File: src/rtl/exu_resolve_if.sv
// exu_resolve_if
//   Bundles the EX-stage resolver's upstream handshake and operands, the
//   fetch redirect, and the downstream write-back handshake.
//   Ports (all interface signals, direction seen from the resolver):
//     upstream   : i_valid, o_ready, i_kind, i_brop, i_setlt, i_pc, i_imm,
//                  i_src1, i_src2, i_alu_res, i_sububit, i_rd, i_rd_wen
//     fetch      : o_redirect, o_redirect_pc
//     downstream : o_valid, i_ready, o_rd_data, o_rd, o_rd_wen
//   Modports: master = the environment around the resolver,
//             slave  = the resolver itself.
interface exu_resolve_if #(
  parameter int CPU_WIDTH = 32
);
  logic                 i_valid;
  logic                 o_ready;
  logic [1:0]           i_kind;
  logic [2:0]           i_brop;
  logic [1:0]           i_setlt;
  logic [CPU_WIDTH-1:0] i_pc;
  logic [CPU_WIDTH-1:0] i_imm;
  logic [CPU_WIDTH-1:0] i_src1;
  logic [CPU_WIDTH-1:0] i_src2;
  logic [CPU_WIDTH-1:0] i_alu_res;
  logic                 i_sububit;
  logic [4:0]           i_rd;
  logic                 i_rd_wen;
  logic                 o_redirect;
  logic [CPU_WIDTH-1:0] o_redirect_pc;
  logic                 o_valid;
  logic                 i_ready;
  logic [CPU_WIDTH-1:0] o_rd_data;
  logic [4:0]           o_rd;
  logic                 o_rd_wen;

  modport master (
    output i_valid, i_kind, i_brop, i_setlt, i_pc, i_imm, i_src1, i_src2,
           i_alu_res, i_sububit, i_rd, i_rd_wen, i_ready,
    input  o_ready, o_redirect, o_redirect_pc, o_valid, o_rd_data, o_rd,
           o_rd_wen
  );

  modport slave (
    input  i_valid, i_kind, i_brop, i_setlt, i_pc, i_imm, i_src1, i_src2,
           i_alu_res, i_sububit, i_rd, i_rd_wen, i_ready,
    output o_ready, o_redirect, o_redirect_pc, o_valid, o_rd_data, o_rd,
           o_rd_wen
  );
endinterface

File: src/rtl/exu_resolve.sv
// exu_resolve
//   EX-stage result resolver downstream of the ALU. Resolves branch
//   direction/target from the ALU result and borrow, forms the rd value for
//   slt/sltu/jal/jalr, emits a registered one-cycle redirect pulse to fetch,
//   and hands results to LSU/WB through a 2-entry valid/ready skid buffer.
//   Ports:
//     i_clk  : clock, rising edge
//     i_rst  : asynchronous active-high reset
//     bus    : exu_resolve_if.slave (upstream, redirect, downstream groups)
module exu_resolve #(
  parameter int CPU_WIDTH = 32
) (
  input  logic          i_clk,
  input  logic          i_rst,
  exu_resolve_if.slave  bus
);
  localparam int MSB = CPU_WIDTH - 1;
  localparam int EW  = CPU_WIDTH + 6;   // {data, rd, wen}

  localparam logic [1:0] KIND_ALU  = 2'd0;
  localparam logic [1:0] KIND_BR   = 2'd1;
  localparam logic [1:0] KIND_JAL  = 2'd2;
  localparam logic [1:0] KIND_JALR = 2'd3;

  localparam logic [2:0] BR_BEQ  = 3'b000;
  localparam logic [2:0] BR_BNE  = 3'b001;
  localparam logic [2:0] BR_BLT  = 3'b100;
  localparam logic [2:0] BR_BGE  = 3'b101;
  localparam logic [2:0] BR_BLTU = 3'b110;
  localparam logic [2:0] BR_BGEU = 3'b111;

  localparam logic [1:0] SET_SLT  = 2'd1;
  localparam logic [1:0] SET_SLTU = 2'd2;

  localparam logic [CPU_WIDTH-1:0] ZERO_W  = {CPU_WIDTH{1'b0}};
  localparam logic [CPU_WIDTH-1:0] PC_STEP = CPU_WIDTH'(32'd4);
  localparam logic [CPU_WIDTH-1:0] LSB_CLR = ~CPU_WIDTH'(32'd1);

  logic                 eq_s;
  logic                 slt_s;
  logic                 ltu_s;
  logic                 taken_s;
  logic                 redir_s;
  logic [CPU_WIDTH-1:0] target_s;
  logic [CPU_WIDTH-1:0] new_data_s;
  logic                 new_wen_s;
  logic [EW-1:0]        new_ent_s;
  logic                 accept_s;

  logic                 redirect_q, redirect_d;
  logic [CPU_WIDTH-1:0] redirect_pc_q, redirect_pc_d;
  logic                 out_vld_q, out_vld_d;
  logic [EW-1:0]        out_ent_q, out_ent_d;
  logic                 skid_vld_q, skid_vld_d;
  logic [EW-1:0]        skid_ent_q, skid_ent_d;

  // o_ready comes straight from the skid flag, so accept never overlaps a skid drain.
  assign accept_s  = bus.i_valid && !skid_vld_q;
  assign new_ent_s = {new_data_s, bus.i_rd, new_wen_s};

  // Compare flags derived from the ALU subtract result.
  always_comb begin
    eq_s  = (bus.i_alu_res == ZERO_W);
    ltu_s = bus.i_sububit;
    // Differing signs decide signed order directly; otherwise the difference sign does.
    if (bus.i_src1[MSB] != bus.i_src2[MSB]) begin
      slt_s = bus.i_src1[MSB];
    end else begin
      slt_s = bus.i_alu_res[MSB];
    end
  end

  // Branch direction from funct3.
  always_comb begin
    taken_s = 1'b0;
    case (bus.i_brop)
      BR_BEQ:  taken_s = eq_s;
      BR_BNE:  taken_s = !eq_s;
      BR_BLT:  taken_s = slt_s;
      BR_BGE:  taken_s = !slt_s;
      BR_BLTU: taken_s = ltu_s;
      BR_BGEU: taken_s = !ltu_s;
      default: taken_s = 1'b0;
    endcase
  end

  // Redirect decision and target.
  always_comb begin
    redir_s  = 1'b0;
    target_s = bus.i_pc + bus.i_imm;
    case (bus.i_kind)
      KIND_BR: begin
        redir_s  = taken_s;
        target_s = bus.i_pc + bus.i_imm;
      end
      KIND_JAL: begin
        redir_s  = 1'b1;
        target_s = bus.i_alu_res;
      end
      KIND_JALR: begin
        redir_s  = 1'b1;
        target_s = bus.i_alu_res & LSB_CLR;
      end
      default: begin
        redir_s  = 1'b0;
        target_s = bus.i_pc + bus.i_imm;
      end
    endcase
  end

  // rd write-back value and enable.
  always_comb begin
    new_data_s = bus.i_alu_res;
    new_wen_s  = bus.i_rd_wen;
    case (bus.i_kind)
      KIND_BR: begin
        new_data_s = bus.i_alu_res;
        new_wen_s  = 1'b0;
      end
      KIND_JAL, KIND_JALR: begin
        new_data_s = bus.i_pc + PC_STEP;
      end
      KIND_ALU: begin
        case (bus.i_setlt)
          SET_SLT:  new_data_s = {{(CPU_WIDTH-1){1'b0}}, slt_s};
          SET_SLTU: new_data_s = {{(CPU_WIDTH-1){1'b0}}, ltu_s};
          default:  new_data_s = bus.i_alu_res;
        endcase
      end
      default: begin
        new_data_s = bus.i_alu_res;
      end
    endcase
  end

  // Redirect pulse next state; the target is kept between pulses.
  always_comb begin
    redirect_d    = 1'b0;
    redirect_pc_d = redirect_pc_q;
    if (accept_s && redir_s) begin
      redirect_d    = 1'b1;
      redirect_pc_d = target_s;
    end else begin
      redirect_d    = 1'b0;
      redirect_pc_d = redirect_pc_q;
    end
  end

  // Skid buffer next state: out drains or refills first, skid catches one stalled beat.
  always_comb begin
    out_vld_d  = out_vld_q;
    out_ent_d  = out_ent_q;
    skid_vld_d = skid_vld_q;
    skid_ent_d = skid_ent_q;
    if (!out_vld_q || bus.i_ready) begin
      if (skid_vld_q) begin
        out_vld_d  = 1'b1;
        out_ent_d  = skid_ent_q;
        skid_vld_d = 1'b0;
      end else if (accept_s) begin
        out_vld_d = 1'b1;
        out_ent_d = new_ent_s;
      end else begin
        out_vld_d = 1'b0;
      end
    end else begin
      if (accept_s) begin
        skid_vld_d = 1'b1;
        skid_ent_d = new_ent_s;
      end else begin
        skid_vld_d = skid_vld_q;
      end
    end
  end

  // State registers.
  always_ff @(posedge i_clk or posedge i_rst) begin
    if (i_rst) begin
      redirect_q    <= 1'b0;
      redirect_pc_q <= ZERO_W;
      out_vld_q     <= 1'b0;
      out_ent_q     <= {EW{1'b0}};
      skid_vld_q    <= 1'b0;
      skid_ent_q    <= {EW{1'b0}};
    end else begin
      redirect_q    <= redirect_d;
      redirect_pc_q <= redirect_pc_d;
      out_vld_q     <= out_vld_d;
      out_ent_q     <= out_ent_d;
      skid_vld_q    <= skid_vld_d;
      skid_ent_q    <= skid_ent_d;
    end
  end

  assign bus.o_ready       = !skid_vld_q;
  assign bus.o_redirect    = redirect_q;
  assign bus.o_redirect_pc = redirect_pc_q;
  assign bus.o_valid       = out_vld_q;
  assign bus.o_rd_data     = out_ent_q[EW-1:6];
  assign bus.o_rd          = out_ent_q[5:1];
  assign bus.o_rd_wen      = out_ent_q[0];
endmodule

File: src/flat_wrapper.sv
// flat-port wrapper written by rule: the top's interface ports become plain ports
module exu_resolve_flat 
#(
  parameter int CPU_WIDTH = 32
)
  (i_clk, i_rst, bus_i_valid, bus_i_kind, bus_i_brop, bus_i_setlt, bus_i_pc, bus_i_imm, bus_i_src1, bus_i_src2, bus_i_alu_res, bus_i_sububit, bus_i_rd, bus_i_rd_wen, bus_i_ready, bus_o_ready, bus_o_redirect, bus_o_redirect_pc, bus_o_valid, bus_o_rd_data, bus_o_rd, bus_o_rd_wen);
  exu_resolve_if #(.CPU_WIDTH(CPU_WIDTH)) bus_i ();
  input  logic i_clk;
  input  logic i_rst;
  input wire logic [$bits(bus_i.i_valid)-1:0] bus_i_valid;
  input wire logic [$bits(bus_i.i_kind)-1:0] bus_i_kind;
  input wire logic [$bits(bus_i.i_brop)-1:0] bus_i_brop;
  input wire logic [$bits(bus_i.i_setlt)-1:0] bus_i_setlt;
  input wire logic [$bits(bus_i.i_pc)-1:0] bus_i_pc;
  input wire logic [$bits(bus_i.i_imm)-1:0] bus_i_imm;
  input wire logic [$bits(bus_i.i_src1)-1:0] bus_i_src1;
  input wire logic [$bits(bus_i.i_src2)-1:0] bus_i_src2;
  input wire logic [$bits(bus_i.i_alu_res)-1:0] bus_i_alu_res;
  input wire logic [$bits(bus_i.i_sububit)-1:0] bus_i_sububit;
  input wire logic [$bits(bus_i.i_rd)-1:0] bus_i_rd;
  input wire logic [$bits(bus_i.i_rd_wen)-1:0] bus_i_rd_wen;
  input wire logic [$bits(bus_i.i_ready)-1:0] bus_i_ready;
  output wire logic [$bits(bus_i.o_ready)-1:0] bus_o_ready;
  output wire logic [$bits(bus_i.o_redirect)-1:0] bus_o_redirect;
  output wire logic [$bits(bus_i.o_redirect_pc)-1:0] bus_o_redirect_pc;
  output wire logic [$bits(bus_i.o_valid)-1:0] bus_o_valid;
  output wire logic [$bits(bus_i.o_rd_data)-1:0] bus_o_rd_data;
  output wire logic [$bits(bus_i.o_rd)-1:0] bus_o_rd;
  output wire logic [$bits(bus_i.o_rd_wen)-1:0] bus_o_rd_wen;
  assign bus_i.i_valid = bus_i_valid;
  assign bus_i.i_kind = bus_i_kind;
  assign bus_i.i_brop = bus_i_brop;
  assign bus_i.i_setlt = bus_i_setlt;
  assign bus_i.i_pc = bus_i_pc;
  assign bus_i.i_imm = bus_i_imm;
  assign bus_i.i_src1 = bus_i_src1;
  assign bus_i.i_src2 = bus_i_src2;
  assign bus_i.i_alu_res = bus_i_alu_res;
  assign bus_i.i_sububit = bus_i_sububit;
  assign bus_i.i_rd = bus_i_rd;
  assign bus_i.i_rd_wen = bus_i_rd_wen;
  assign bus_i.i_ready = bus_i_ready;
  assign bus_o_ready = bus_i.o_ready;
  assign bus_o_redirect = bus_i.o_redirect;
  assign bus_o_redirect_pc = bus_i.o_redirect_pc;
  assign bus_o_valid = bus_i.o_valid;
  assign bus_o_rd_data = bus_i.o_rd_data;
  assign bus_o_rd = bus_i.o_rd;
  assign bus_o_rd_wen = bus_i.o_rd_wen;
  exu_resolve #(.CPU_WIDTH(CPU_WIDTH)) u_core (.i_clk(i_clk), .i_rst(i_rst), .bus(bus_i));
endmodule
File: config.mk
export PLATFORM = sky130hd
export DESIGN_NAME = exu_resolve_flat
export DESIGN_NICKNAME = d
export VERILOG_FILES = /design/src/rtl/exu_resolve_if.sv /design/src/rtl/exu_resolve.sv /design/src/flat_wrapper.sv
export SDC_FILE = /design/constraint.sdc
export NUM_CORES = 1
export LEC_CHECK = 0
export BUFFER_PORTS_ARGS = -buffer_cell sky130_fd_sc_hd__buf_4
export CAP_MARGIN = 10
export CORE_MARGIN = 5
export CORE_UTILIZATION = 46
export CTS_CLUSTER_SIZE = 8
export DETAILED_ROUTE_END_ITERATION = 6
export PLACE_DENSITY_LB_ADDON = 0.1
export SYNTH_ARGS = -nofsm -noshare
export SYNTH_HDL_FRONTEND = slang
export SYNTH_SLANG_ARGS = --single-unit
File: constraint.sdc
create_clock -name i_clk -period 3.05 [get_ports i_clk]
set_input_delay 0.1525 -clock i_clk [delete_from_list [all_inputs] [get_ports i_clk]]
set_output_delay 0.1525 -clock i_clk [all_outputs]
set_load 0.01 [all_outputs]
Word level (Yosys, flattened, before mapping)
Index checks and enable logic that the tools add are counted.
Cells by class
  add/subtract/negate cells: 2
  $mul: 0
  div/mod/pow operators: 0
  order comparisons: 0
  eq/ne operators: 11
  shift operators: 0
  mux-type cells: 14
  bitwise operators: 1
  reductions and logical operators: 16
Operator list (number)
  $pmux W32 S2: 2
  $pmux W32 S3: 1
  $mux W38: 2
  $add A32 B3 Y32 const B: 1
  $add A32 B32 Y32: 1
  $logic_not A32 Y1: 1
  $eq A3 B3 Y1 const B: 4
  $mux W1: 7
  $eq A2 B2 Y1 const B: 3
  $pmux W1 S6: 1
  $logic_not A1 Y1: 5
  $eq A2 B1 Y1 const B: 2
  $reduce_and A2 Y1: 2
  $reduce_bool A2 Y1: 2
  $eq A3 B1 Y1 const B: 1
  $logic_not A3 Y1: 1
  $logic_and A1 B1 Y1: 2
  $logic_not A2 Y1: 1
  $pmux W1 S2: 1
  $reduce_or A2 Y1: 1
  $logic_or A1 B1 Y1: 1
  $ne A1 B1 Y1: 1
  $not A1 Y1: 1
Word-level totals
  bits in registers: 111
  latch bits: 0
  bits in writable memories: 0
  bits in read-only memories: 0
  bits of input ports: 178
  output and inout port bits: 73
  word-level logic and storage cells: 50
  memories kept: 0

Longest topological paths before layout
  depth in word-level cells: 7
  depth in mapped cells: 11
  gate-level depth less buffers: 11

Worst setup path before layout
No wires, ideal clock.
  kind: input-to-reg
  start: in bus_i_imm[0]
  end: reg u_core.redirect_pc_q[30] (netlist: u_core.bus.o_redirect_pc[30])
  setup time: 127 ps
  data arrival time: 2457 ps
  required time: 2923 ps
  path slack: 467 ps
  stages on the path: 11
  buffers on the path: 0
  cell sequence: ha_1 fa_1 a21oi_1 o211a_1 or4_1 o2111a_2 o21a_4 a21oi_4 a31oi_1 mux2i_1 a311o_2
On the way
  cells in the longest elaborated chain, start to end: 2
Ends and longest elaborated chain
  start, declared: RTL line flat_wrapper.sv:15  | input wire logic [$bits(bus_i.i_imm)-1:0] bus_i_imm;
  $add A32 B32 Y32
  $pmux W32 S2: RTL line exu_resolve.sv:91  | case (bus.i_kind)
  end signal, assigned: RTL line exu_resolve.sv:187  | redirect_pc_q <= redirect_pc_d;
  end, declared: RTL line exu_resolve.sv:51  | logic [CPU_WIDTH-1:0] redirect_pc_q, redirect_pc_d;
Every way passes these cells.
A chain may end at the register's enable or synchronous reset.

Worst setup path after layout
  start: in bus_i_pc[2]
  end: reg u_core.redirect_pc_q[25] (netlist: u_core.bus.o_redirect_pc[25])
On the way
  cells in the longest elaborated chain, start to end: 2
Ends and longest elaborated chain
  start, declared: RTL line flat_wrapper.sv:14  | input wire logic [$bits(bus_i.i_pc)-1:0] bus_i_pc;
  $add A32 B32 Y32
  $pmux W32 S2: RTL line exu_resolve.sv:91
Every way passes these cells.

==> run metrics <==
Root Driver=clkbuf_16; CTS H-Tree Depth=3; gr ovfl total=0; Slew @ Worst Pin=0.834 ns; clk slew on worst S/H paths=0.08 ns; Post-DP Area=8720 um2; maxcap violations=0; Post-synth EDFFs=0; initial antenna violation count=0; pwr/cell area=529 nW/um2; synthesized instance count=845; crit start category=input pin; ANT nets after route=0; Fmax=389 MHz; cts repair resizes=0; post-route cell area=9010 um2; Die Span Y=134 um; Fill cells=1419; WP data arrival=2.85 ns; CP Cell Sequence=buf_4 -> ha_1 -> a21oi_1 -> a21oi_1 -> o31ai_1 -> a31oi_1 -> o41ai_1 -> nor3b_1 -> nor4b_1 -> a31oi_1 -> a31oi_1; skew final=0.0142 ns; status=complete, no violations; Max IR drop VDD=374 uV; Worst-Skew Late Latency=0.36 ns; PnR Total Power=4.77 mW; CP max stage cell=o41ai_1; Synth Cell Area=7070 um2; Primary FF master, synth=dfrtp_1; Worst Hold Class=input pin to register; Worst Setup End Kind=register; Via density=5.61; crit share post-route=0.842; Final Max Tran Viols=0; setup TNS=0 ns; critical path's most frequent cell=a31oi_1; post-synthesis register bit count=111; Die ar.=17900 um2; first-pass GRT wire length=34100 um; crit-path max FO=4; layout cells sized above 1=0.239; Vias=6775; Num CTS Buffers=9; port buffer count=188; setup violators final=0; Yosys Warn Count=0; Post CTS Setup Buffer Count=0; Fin. Hold Viols=0; IO Pins=251; Initial Util=0.467; hold_buf cts=1; Avg Cell Area, Syn=8.36 um2; fin crit period=2.57 ns; n_diodes=0; ys async rst share=1.00; vias in the first global route=6451; Synth cell types=57; RSZ-0062 raised after global routing=no; CP Class=input pin to register; Mapped Nets=1058; commonest non-fill, non-tap cell in the layout=buf_4; Post-route DRC=0; Static Leak=4.07 nW; wire length per cell=17.9 um; Worst slew margin=0.443; core footprint=15100 um2; largest net degree at the start of global routing=66; sequential area share after synthesis=0.393; most frequent cells in the layout=202 x buf_4, 122 x nor2_1, 120 x a21oi_1; Placer Congestion=0.918; DP HPWL=17000 um; Area growth, synth to finish=27.5%; Worst Path Required=3.33 ns; clk buf depth=2; drt pass-1 iters=5; Critical Path Max Stage Delay=0.51 ns; number of cell rows=45; Initial DRC Count=604; Post-Route WL=21700 um; clk sinks=111; Final Net Count=1228; TritonCTS clock tree=yes; GRT Total Usage=0.240; Die W=134 um
[synthesized netlist by cell type (all sizes together), types with 11 or more instances]
master	count	area, um2
nor4	11	75.1
xor2	21	184
ha	34	425
xnor2	35	307
o21ai	60	300
a21oi	122	622
nor2	124	465
and3	11	68.8
inv	15	56.3
nand2	77	289
buf	19	87.6
clkbuf	28	106
a31oi	17	106
dfrtp	111	2780
nand3	22	110
nand4	13	81.3
a22oi	29	218
[registers in the layout, indices dropped and copies added (netlist names)]
register                  count
u_core.bus.o_valid            1
u_core.bus.o_redirect         1
u_core.bus.o_redirect_pc     32
u_core.out_ent_q             38
u_core.skid_vld_q             1
u_core.skid_ent_q            38
[critical path: cells and delay by family]
family | cells | cell delay (ns)
and+or+nand+nor | 2 | 0.47
adders and majority gates | 1 | 0.32
AOI/OAI and AO/OA | 7 | 1.78
buffers and inverters | 1 | 0.13
[layer usage]
layer,part of all wire,GRT usage
met1,0.46,0.345
met2,0.46,0.381
met3,0.064,0.0266
met4,0.024,0.0743
met5,0,0
[area by class of cell]
cell class | instances | area (um2) | area share
multi-input combinational | 672 | 4070 | 0.452
sequential | 111 | 2780 | 0.308
timing repair buffer | 206 | 1590 | 0.176
tap | 188 | 235 | 0.0261
clock buffer | 9 | 225 | 0.0250
inverter | 15 | 60.1 | 0.00666
clock inverter | 7 | 56.3 | 0.00625
[path summary, 6_finish.rpt]
path	from	to	slack [ns]	depth (start not counted)
worst max-delay path	bus_i_pc[2]	u_core.bus.o_redirect_pc[25]	0.48	11
worst min-delay path	bus_i_rd[3]	u_core.skid_ent_q[4]	0.04	2
worst max register to register	u_core.bus.o_valid	u_core.skid_ent_q[11]	1.13	5
worst min register to register	u_core.out_ent_q[5]	u_core.out_ent_q[5]	0.48	2
max in group asynchronous	i_rst	u_core.bus.o_redirect_pc[8]	1.63	4
min in group asynchronous	i_rst	u_core.bus.o_valid	0.51	3
[stage by stage]
stage,utilization,hold slack (ns),worst slack [ns],cells
finish,0.595,0.0424,0.481,1208
global route,0.595,0.0376,0.387,1208
CTS,0.595,0.0337,0.515,1208
detailed placement,0.576,0.354,0.140,1191
global placement,0.576,0.362,0.159,1191
floorplan,-,0.264,0.467,845
[power breakdown]
part | internal [mW] | switching [mW] | total, mW
Clock | 0.566 | 0.593 | 1.16
Combinational | 0.767 | 0.866 | 1.63
Sequential | 1.80 | 0.179 | 1.98
[logic make-up after synthesis]
family	share of synthesized area
muxes	0.0253
xor gates and xnor gates	0.0694
adders and majority gates	0.0630
AOI/OAI and AO/OA	0.229
DFF	0.393
and+or+nand+nor	0.185
buffers and inverters	0.0354
No activity file was read; power rests on OpenSTA's default activity.
